### src/rtl/fetch_arb_if.sv
// Handshake bundle between the read/write controllers, the fetch arbiter
// and the line-fill engine.
interface fetch_arb_if #(
    parameter int unsigned addr_width = 32,
    parameter int unsigned list_depth = 4
);
    localparam int unsigned tag_w = $clog2(list_depth);

    logic                  rd_fetch_req;
    logic [1:0]            rd_fetch_cmd;
    logic [tag_w-1:0]      rd_fetch_tag;
    logic [addr_width-1:0] rd_fetch_addr;
    logic                  rd_fetch_gnt;
    logic                  rd_fetch_done;

    logic                  wr_fetch_req;
    logic [1:0]            wr_fetch_cmd;
    logic [tag_w-1:0]      wr_fetch_tag;
    logic [addr_width-1:0] wr_fetch_addr;
    logic                  wr_fetch_gnt;
    logic                  wr_fetch_done;

    logic                  line_req;
    logic [1:0]            line_cmd;
    logic [tag_w-1:0]      line_tag;
    logic [addr_width-1:0] line_addr;
    logic                  line_ack;
    logic                  line_done;
    logic                  busy;

    // Arbiter view
    modport master (
        input  rd_fetch_req, rd_fetch_cmd, rd_fetch_tag, rd_fetch_addr,
        input  wr_fetch_req, wr_fetch_cmd, wr_fetch_tag, wr_fetch_addr,
        input  line_ack, line_done,
        output rd_fetch_gnt, rd_fetch_done, wr_fetch_gnt, wr_fetch_done,
        output line_req, line_cmd, line_tag, line_addr, busy
    );

    // Controllers + line-fill engine view
    modport slave (
        output rd_fetch_req, rd_fetch_cmd, rd_fetch_tag, rd_fetch_addr,
        output wr_fetch_req, wr_fetch_cmd, wr_fetch_tag, wr_fetch_addr,
        output line_ack, line_done,
        input  rd_fetch_gnt, rd_fetch_done, wr_fetch_gnt, wr_fetch_done,
        input  line_req, line_cmd, line_tag, line_addr, busy
    );
endinterface

### src/rtl/fetch_arb.sv
// Round-robin arbiter/sequencer sharing one line-fill engine between the
// read and write controllers; every output is a flop.
module fetch_arb #(
    parameter int unsigned addr_width = 32,
    parameter int unsigned list_depth = 4
) (
    input  logic         clk,
    input  logic         rst_n,
    fetch_arb_if.master  bus
);
    localparam int unsigned tag_w = $clog2(list_depth);

    typedef enum logic [2:0] {
        IDLE      = 3'd0,
        GRANT     = 3'd1,
        ISSUE     = 3'd2,
        WAIT_DONE = 3'd3,
        DONE      = 3'd4
    } state_t;

    typedef enum logic {
        SIDE_RD = 1'b0,
        SIDE_WR = 1'b1
    } side_t;

    typedef struct packed {
        logic [1:0]            cmd;
        logic [tag_w-1:0]      tag;
        logic [addr_width-1:0] addr;
    } fetch_t;

    state_t state_q, state_d;
    side_t  owner_q, owner_d;
    side_t  last_q, last_d;
    side_t  win;
    fetch_t line_q, line_d;

    logic rd_gnt_q, rd_gnt_d;
    logic wr_gnt_q, wr_gnt_d;
    logic rd_done_q, rd_done_d;
    logic wr_done_q, wr_done_d;
    logic line_req_q, line_req_d;
    logic busy_q, busy_d;

    // Next state, arbitration and next-output decode
    always_comb begin
        state_d = state_q;
        owner_d = owner_q;
        last_d  = last_q;
        line_d  = line_q;
        win     = SIDE_RD;

        case (state_q)
            IDLE: begin
                if (bus.rd_fetch_req || bus.wr_fetch_req) begin
                    // On a tie the side that did not win last time goes first
                    if (bus.rd_fetch_req && (!bus.wr_fetch_req || last_q == SIDE_WR))
                        win = SIDE_RD;
                    else
                        win = SIDE_WR;
                    owner_d = win;
                    last_d  = win;
                    if (win == SIDE_RD)
                        line_d = '{cmd: bus.rd_fetch_cmd, tag: bus.rd_fetch_tag,
                                   addr: bus.rd_fetch_addr};
                    else
                        line_d = '{cmd: bus.wr_fetch_cmd, tag: bus.wr_fetch_tag,
                                   addr: bus.wr_fetch_addr};
                    state_d = GRANT;
                end
            end
            GRANT: state_d = ISSUE;
            ISSUE: begin
                if (bus.line_ack)
                    state_d = bus.line_done ? DONE : WAIT_DONE;
            end
            WAIT_DONE: begin
                if (bus.line_done)
                    state_d = DONE;
            end
            DONE:    state_d = IDLE;
            default: state_d = IDLE;
        endcase

        rd_gnt_d   = (state_d == GRANT) && (owner_d == SIDE_RD);
        wr_gnt_d   = (state_d == GRANT) && (owner_d == SIDE_WR);
        rd_done_d  = (state_d == DONE)  && (owner_d == SIDE_RD);
        wr_done_d  = (state_d == DONE)  && (owner_d == SIDE_WR);
        line_req_d = (state_d == ISSUE);
        busy_d     = (state_d != IDLE);
    end

    always_ff @(posedge clk or negedge rst_n) begin
        if (!rst_n) begin
            state_q    <= IDLE;
            owner_q    <= SIDE_RD;
            last_q     <= SIDE_WR;
            line_q     <= '0;
            rd_gnt_q   <= 1'b0;
            wr_gnt_q   <= 1'b0;
            rd_done_q  <= 1'b0;
            wr_done_q  <= 1'b0;
            line_req_q <= 1'b0;
            busy_q     <= 1'b0;
        end else begin
            state_q    <= state_d;
            owner_q    <= owner_d;
            last_q     <= last_d;
            line_q     <= line_d;
            rd_gnt_q   <= rd_gnt_d;
            wr_gnt_q   <= wr_gnt_d;
            rd_done_q  <= rd_done_d;
            wr_done_q  <= wr_done_d;
            line_req_q <= line_req_d;
            busy_q     <= busy_d;
        end
    end

    assign bus.rd_fetch_gnt  = rd_gnt_q;
    assign bus.wr_fetch_gnt  = wr_gnt_q;
    assign bus.rd_fetch_done = rd_done_q;
    assign bus.wr_fetch_done = wr_done_q;
    assign bus.line_req      = line_req_q;
    assign bus.line_cmd      = line_q.cmd;
    assign bus.line_tag      = line_q.tag;
    assign bus.line_addr     = line_q.addr;
    assign bus.busy          = busy_q;
endmodule

### src/flat_wrapper.sv
// flat-port wrapper written by rule: the top's interface ports become plain ports
module fetch_arb_flat 
#(
    parameter int unsigned addr_width = 32,
    parameter int unsigned list_depth = 4
)
  (clk, rst_n, bus_rd_fetch_req, bus_rd_fetch_cmd, bus_rd_fetch_tag, bus_rd_fetch_addr, bus_wr_fetch_req, bus_wr_fetch_cmd, bus_wr_fetch_tag, bus_wr_fetch_addr, bus_line_ack, bus_line_done, bus_rd_fetch_gnt, bus_rd_fetch_done, bus_wr_fetch_gnt, bus_wr_fetch_done, bus_line_req, bus_line_cmd, bus_line_tag, bus_line_addr, bus_busy);
  fetch_arb_if #(.addr_width(addr_width), .list_depth(list_depth)) bus_i ();
  input  logic clk;
  input  logic rst_n;
  input wire logic [$bits(bus_i.rd_fetch_req)-1:0] bus_rd_fetch_req;
  input wire logic [$bits(bus_i.rd_fetch_cmd)-1:0] bus_rd_fetch_cmd;
  input wire logic [$bits(bus_i.rd_fetch_tag)-1:0] bus_rd_fetch_tag;
  input wire logic [$bits(bus_i.rd_fetch_addr)-1:0] bus_rd_fetch_addr;
  input wire logic [$bits(bus_i.wr_fetch_req)-1:0] bus_wr_fetch_req;
  input wire logic [$bits(bus_i.wr_fetch_cmd)-1:0] bus_wr_fetch_cmd;
  input wire logic [$bits(bus_i.wr_fetch_tag)-1:0] bus_wr_fetch_tag;
  input wire logic [$bits(bus_i.wr_fetch_addr)-1:0] bus_wr_fetch_addr;
  input wire logic [$bits(bus_i.line_ack)-1:0] bus_line_ack;
  input wire logic [$bits(bus_i.line_done)-1:0] bus_line_done;
  output wire logic [$bits(bus_i.rd_fetch_gnt)-1:0] bus_rd_fetch_gnt;
  output wire logic [$bits(bus_i.rd_fetch_done)-1:0] bus_rd_fetch_done;
  output wire logic [$bits(bus_i.wr_fetch_gnt)-1:0] bus_wr_fetch_gnt;
  output wire logic [$bits(bus_i.wr_fetch_done)-1:0] bus_wr_fetch_done;
  output wire logic [$bits(bus_i.line_req)-1:0] bus_line_req;
  output wire logic [$bits(bus_i.line_cmd)-1:0] bus_line_cmd;
  output wire logic [$bits(bus_i.line_tag)-1:0] bus_line_tag;
  output wire logic [$bits(bus_i.line_addr)-1:0] bus_line_addr;
  output wire logic [$bits(bus_i.busy)-1:0] bus_busy;
  assign bus_i.rd_fetch_req = bus_rd_fetch_req;
  assign bus_i.rd_fetch_cmd = bus_rd_fetch_cmd;
  assign bus_i.rd_fetch_tag = bus_rd_fetch_tag;
  assign bus_i.rd_fetch_addr = bus_rd_fetch_addr;
  assign bus_i.wr_fetch_req = bus_wr_fetch_req;
  assign bus_i.wr_fetch_cmd = bus_wr_fetch_cmd;
  assign bus_i.wr_fetch_tag = bus_wr_fetch_tag;
  assign bus_i.wr_fetch_addr = bus_wr_fetch_addr;
  assign bus_i.line_ack = bus_line_ack;
  assign bus_i.line_done = bus_line_done;
  assign bus_rd_fetch_gnt = bus_i.rd_fetch_gnt;
  assign bus_rd_fetch_done = bus_i.rd_fetch_done;
  assign bus_wr_fetch_gnt = bus_i.wr_fetch_gnt;
  assign bus_wr_fetch_done = bus_i.wr_fetch_done;
  assign bus_line_req = bus_i.line_req;
  assign bus_line_cmd = bus_i.line_cmd;
  assign bus_line_tag = bus_i.line_tag;
  assign bus_line_addr = bus_i.line_addr;
  assign bus_busy = bus_i.busy;
  fetch_arb #(.addr_width(addr_width), .list_depth(list_depth)) u_core (.clk(clk), .rst_n(rst_n), .bus(bus_i));
endmodule
### config.mk
export PLATFORM = sky130hd
export DESIGN_NAME = fetch_arb_flat
export DESIGN_NICKNAME = d
export VERILOG_FILES = /design/src/rtl/fetch_arb_if.sv /design/src/rtl/fetch_arb.sv /design/src/flat_wrapper.sv
export SDC_FILE = /design/constraint.sdc
export NUM_CORES = 1
export LEC_CHECK = 0
export BUFFER_PORTS_ARGS = -buffer_cell sky130_fd_sc_hd__buf_2
export CAP_MARGIN = 25
export CORE_ASPECT_RATIO = 1.5
export CORE_MARGIN = 5
export CORE_UTILIZATION = 43
export DETAILED_ROUTE_END_ITERATION = 6
export PLACE_DENSITY = 0.79
export SLEW_MARGIN = 10
export SYNTH_ARGS = -nofsm -noshare
export SYNTH_HDL_FRONTEND = slang
export SYNTH_SLANG_ARGS = --single-unit
### constraint.sdc
create_clock -name clk -period 2.53 [get_ports clk]
set_clock_uncertainty 0.1 [all_clocks]
set_input_delay 0.1265 -clock clk [delete_from_list [all_inputs] [get_ports clk]]
set_output_delay 0.1265 -clock clk [all_outputs]
set_load 0.005 [all_outputs]
Word-level counts from Yosys, hierarchy flattened
Cells that the tools add are included.
{"block": "op_classes", "eq_ne": 6, "muxes": 11, "bitwise_logic": 1, "n_reduce_logical": 11}
{"operator": "two-way mux 36 bit", "count": 1}
{"operator": "two-way mux 3 bit", "count": 4}
{"operator": "one-hot mux 3 bit (4 select lines)", "count": 1}
{"operator": "== test 3 x 2 -> 1 bit, second input constant", "count": 3}
{"operator": "== test 3 x 1 -> 1 bit, second input constant", "count": 2}
{"operator": "logical AND 1 bit", "count": 5}
{"operator": "two-way mux 1 bit", "count": 5}
{"operator": "== test 3 bit, second input constant", "count": 1}
{"operator": "logical NOT 3 bit", "count": 1}
{"operator": "nonzero test 3 bit", "count": 1}
{"operator": "logical OR 1 bit", "count": 2}
{"operator": "AND reduction 2 bit", "count": 1}
{"operator": "logical NOT 1 bit", "count": 1}
{"operator": "NOT 1 bit", "count": 1}
{"block": "word_totals", "reg_bits": 47, "inputBits": 78, "out_inout_bits": 42, "word_cells": 41}

Logic depth before layout (Yosys ltp)
{"block": "depth", "ltp_word": 10, "depth_mapped": 5, "ltp_nobuf": 3}

Worst setup path after synthesis
OpenSTA, ideal clock, no wires.
{"block": "synth_timing", "kind": "reg2reg", "from": "register u_core.state_q[2]", "to": "register u_core.line_q (netlist bit u_core.bus.line_addr[12])", "setup_time_ns": 0.123, "arrival_time_ns": 1.668, "t_required_ns": 2.307, "setup_slack_ns": 0.639, "stages_incl_launch_ff": 6, "path_buffers": 2, "synth_period_minus_slack_ns": 1.891, "path_cell_list": "dfrtp_1 > or4b_4 > buf_6 > buf_6 > or3_1 > o221a_2"}
{"block": "synth_between", "elab_chain_len": 2}
{"item": "from (decl)", "line_no": "fetch_arb.sv:32", "text": "state_t state_q, state_d;"}
{"item": "from (signal assigned)", "line_no": "fetch_arb.sv:106", "text": "state_q <= state_d;"}
{"item": "logical NOT 3 bit", "line_no": "fetch_arb.sv:53", "text": "case (state_q)"}
{"item": "AND reduction 2 bit (no line)"}
{"item": "to (signal assigned)", "line_no": "fetch_arb.sv:109", "text": "line_q <= line_d;"}
{"item": "to (decl)", "line_no": "fetch_arb.sv:36", "text": "fetch_t line_q, line_d;"}
Every way passes these cells.
A chain may end at the register's enable or synchronous reset.

Final worst setup path
{"block": "layout_timing", "from": "register u_core.state_q[2]", "to": "register u_core.line_q (netlist bit u_core.bus.line_addr[14])"}
The elaborated chain is that of the path after synthesis.

==> qor.txt <==
Chip height: 94.5 um
Worst-path clk slew: 0.09 ns
# H-tree levels: 2
Combinational share of power: 42.0%
Global-route wire length before repair: 8.89 mm
Initial Util: 44.7%
Share of post-route cells with drive strength above 1: 55.8%
CP arrival: 2.09 ns
HP Class: input pin to flop
CP top delay family: simple AND/OR/NAND/NOR gates
Final worst path period share: 79.1%
Initial antenna violation count: 0
Hold Path End: u_core.bus.line_cmd[0]
Detailed Route Iter0 Violations: 86
Count of antenna-violating nets left after detailed routing: 0
Num CTS Buffers: 5
CP Buf/Inv Count: 0
Unrepaired setup endpoints after global routing: no
GPL Wtd Cong: 0.801
Via count of the first global-routing pass: 1926
Number of slew-limit violations in the final report: 0
Fmax: 500 MHz
Worst setup SP type: flop
Sequential share of the synthesized area: 57.5%
Distinct cells, synth: 23
Mapped cell area: 0.00205 mm^2
Layout Nets: 387
Worst Setup End Kind: flop
Sequential Power Share: 39.1%
CP peak stage delay: 0.75 ns
Hold WS: 0.00624 ns
Fin Setup TNS: 0 ns
Reg2reg start: u_core.state_q[2]
Tmin final: 2.00 ns
Yosys reg bits: 47
Worst r2r dst: u_core.bus.line_addr[14]
Leakage: 1.43 nW
Fill cells: 357
Die area: 0.00627 mm^2
Switch share: 31.4%
Row count: 30
Maximum vdd drop: 0.558 mV
Clock power frac: 18.9%
CTS tree: built
R2R depth: 3
Power Density: 1070 mW/mm^2
# clock sinks: 47
Status: finished clean
Largest net degree at the start of global routing: 48
Worst Path Max Fanout: 38
IO buf count: 119
CTS root buffer: clkbuf_8
Vias: 1955
Setup CP Type: flop to flop
DR vias/cell: 5.23
Max-Cap Viols: 0
Final Hold Fails: 0
Avg Cell Area, Syn: 12.6 um^2
CP Data Required Time: 2.62 ns
Slew HR: 70.5%
Clock buffer depth: 2
Clock latency on the worst-skew pair: 0.29 ns
Ordered cell list for the critical path: or4b_4 > or3_1 > o221a_2
Critical path's slowest cell: or4b_4
Number of remaining DRC errors: 0
Warnings from Yosys: 0
Internal power: 0.00231 W
Hold Path Stages: 2
Gr ovfl total: 0
P_sw: 0.00106 W
Final setup violation count: 0
Core footprint: 0.00458 mm^2
Reg2reg setup slack: 0.53 ns
Post-DP HPWL: 4.00 mm
Num ports: 120
Router iterations before antenna repair: 4
Worst-margin pin slew: 0.442 ns
GR Util All Layers: 18.3%
Layout area overhead: 53.4%
Setup Fix Bufs, Post-CTS: 0
Avg WL per Cell: 15.9 um
Mapped Nets: 240
Antenna diodes: 0
Synthesized instance count: 162
HP Start: bus_wr_fetch_cmd[0]
Die width: 66.3 um
Final WL: 5.94 mm
[logic make-up after synthesis]
logic type | after synthesis | synth area share [%]
and+or+nand+nor | 54 | 16.0
DFF | 47 | 57.5
buffers and inverters | 16 | 4.09
AOI/OAI and AO/OA | 45 | 22.4
[cells in the mapped netlist, drive strengths merged]
cell type	count	area share (%)
buf	8	2.6
nor2	7	1.3
or3	36	11
clkbuf	7	1.3
o221a	36	20
and2b	1	0.37
dfstp	1	1.3
or4b	1	0.67
o21a	2	0.73
nor4	1	0.31
a31oi	1	0.31
nor2b	1	0.31
a21oi	2	0.49
o31ai	1	0.37
o21ai	3	0.73
inv	1	0.18
nand2b	1	0.31
dfrtp	46	56
nor4b	1	0.73
nor3	1	0.24
nand2	4	0.73
[worst reg2reg max path, delay by kind of cell, from the launching register on]
family	cells	cell delay (ns)
AO/OA/AOI/OAI	1	0.15
AND/OR/NAND/NOR	2	1.19
flip-flops	1	0.46
[through the flow]
stage	cells	total power [W]	instance area (um^2)	utilization (%)	setup slack [ns]
after detailed placement	335	0.00271	2680	58.6	0.585
after CTS	370	0.00338	3090	67.5	0.570
after floorplan	162	0.00218	2050	-	0.639
final	374	0.00337	3140	68.6	0.529
after global placement	335	0.00267	2680	58.6	0.627
after global routing	374	0.00360	3140	68.6	0.496
[what timing repair did]
action	4_1_cts	5_1_grt
endpoints found under the hold margin	72	3
hold buffers	27	3
resized for setup	0	0
[how the worst max path moves through the flow]
stage               slack (ns)  depth (start not counted)              start                  endpoint
detailed placement        0.58                          3  u_core.state_q[2]  u_core.bus.line_addr[19]
floorplan                 0.64                          5  u_core.state_q[2]  u_core.bus.line_addr[12]
global placement          0.63                          3  u_core.state_q[2]  u_core.bus.line_addr[18]
CTS                       0.57                          3  u_core.state_q[2]  u_core.bus.line_addr[19]
global route              0.50                          3  u_core.state_q[2]   u_core.bus.line_addr[8]
finish                    0.53                          3  u_core.state_q[2]  u_core.bus.line_addr[14]
[cell usage in the layout, fill, tap and decap left out, drive strengths merged, types with 2 or more instances in the layout]
master         n
clkbuf         5
nand2          4
o21ai          3
nor2           7
dlygate4sd3   30
dfrtp         46
o21a           2
bufinv         2
o221a         36
or3           36
a21oi          2
buf          125
[routing by layer]
layer,routed length [um],GRT usage [%],vias to the layer above
li1,-,-,930
met1,2190,20.5,920
met2,3130,32.8,93
met3,492,4.88,12
met4,125,6.27,0
met5,0,0,-
[sequential cells by signal, indices dropped and copies added, names as in the netlist]
name / flops
u_core.bus.line_tag: 2
u_core.bus.wr_fetch_done: 1
u_core.owner_q: 1
u_core.bus.rd_fetch_gnt: 1
u_core.bus.line_cmd: 2
u_core.bus.line_req: 1
u_core.bus.rd_fetch_done: 1
u_core.bus.busy: 1
u_core.last_q: 1
u_core.state_q: 3
u_core.bus.line_addr: 32
u_core.bus.wr_fetch_gnt: 1
[power groups by stage]
stage,Sequential [W],Combinational (W),Clock (W)
3_3_place_gp,0.00132,0.00135,0
3_5_place_dp,0.00133,0.00139,0
5_1_grt,0.00136,0.00155,0.000680
4_1_cts,0.00131,0.00142,0.000654
6_report,0.00132,0.00142,0.000638
2_1_floorplan,0.00134,0.000836,0
[cell type report]
type	instances	area, um^2	area share (%)
sequential	47	1180	37.5
timing repair buffer	155	953	30.4
multi-input combinational	99	788	25.1
tap	64	80.1	2.55
clock buffer	5	68.8	2.19
clock inverter	3	67.6	2.15
inverter	1	3.75	0.120
No activity file was read; power rests on OpenSTA's default activity.
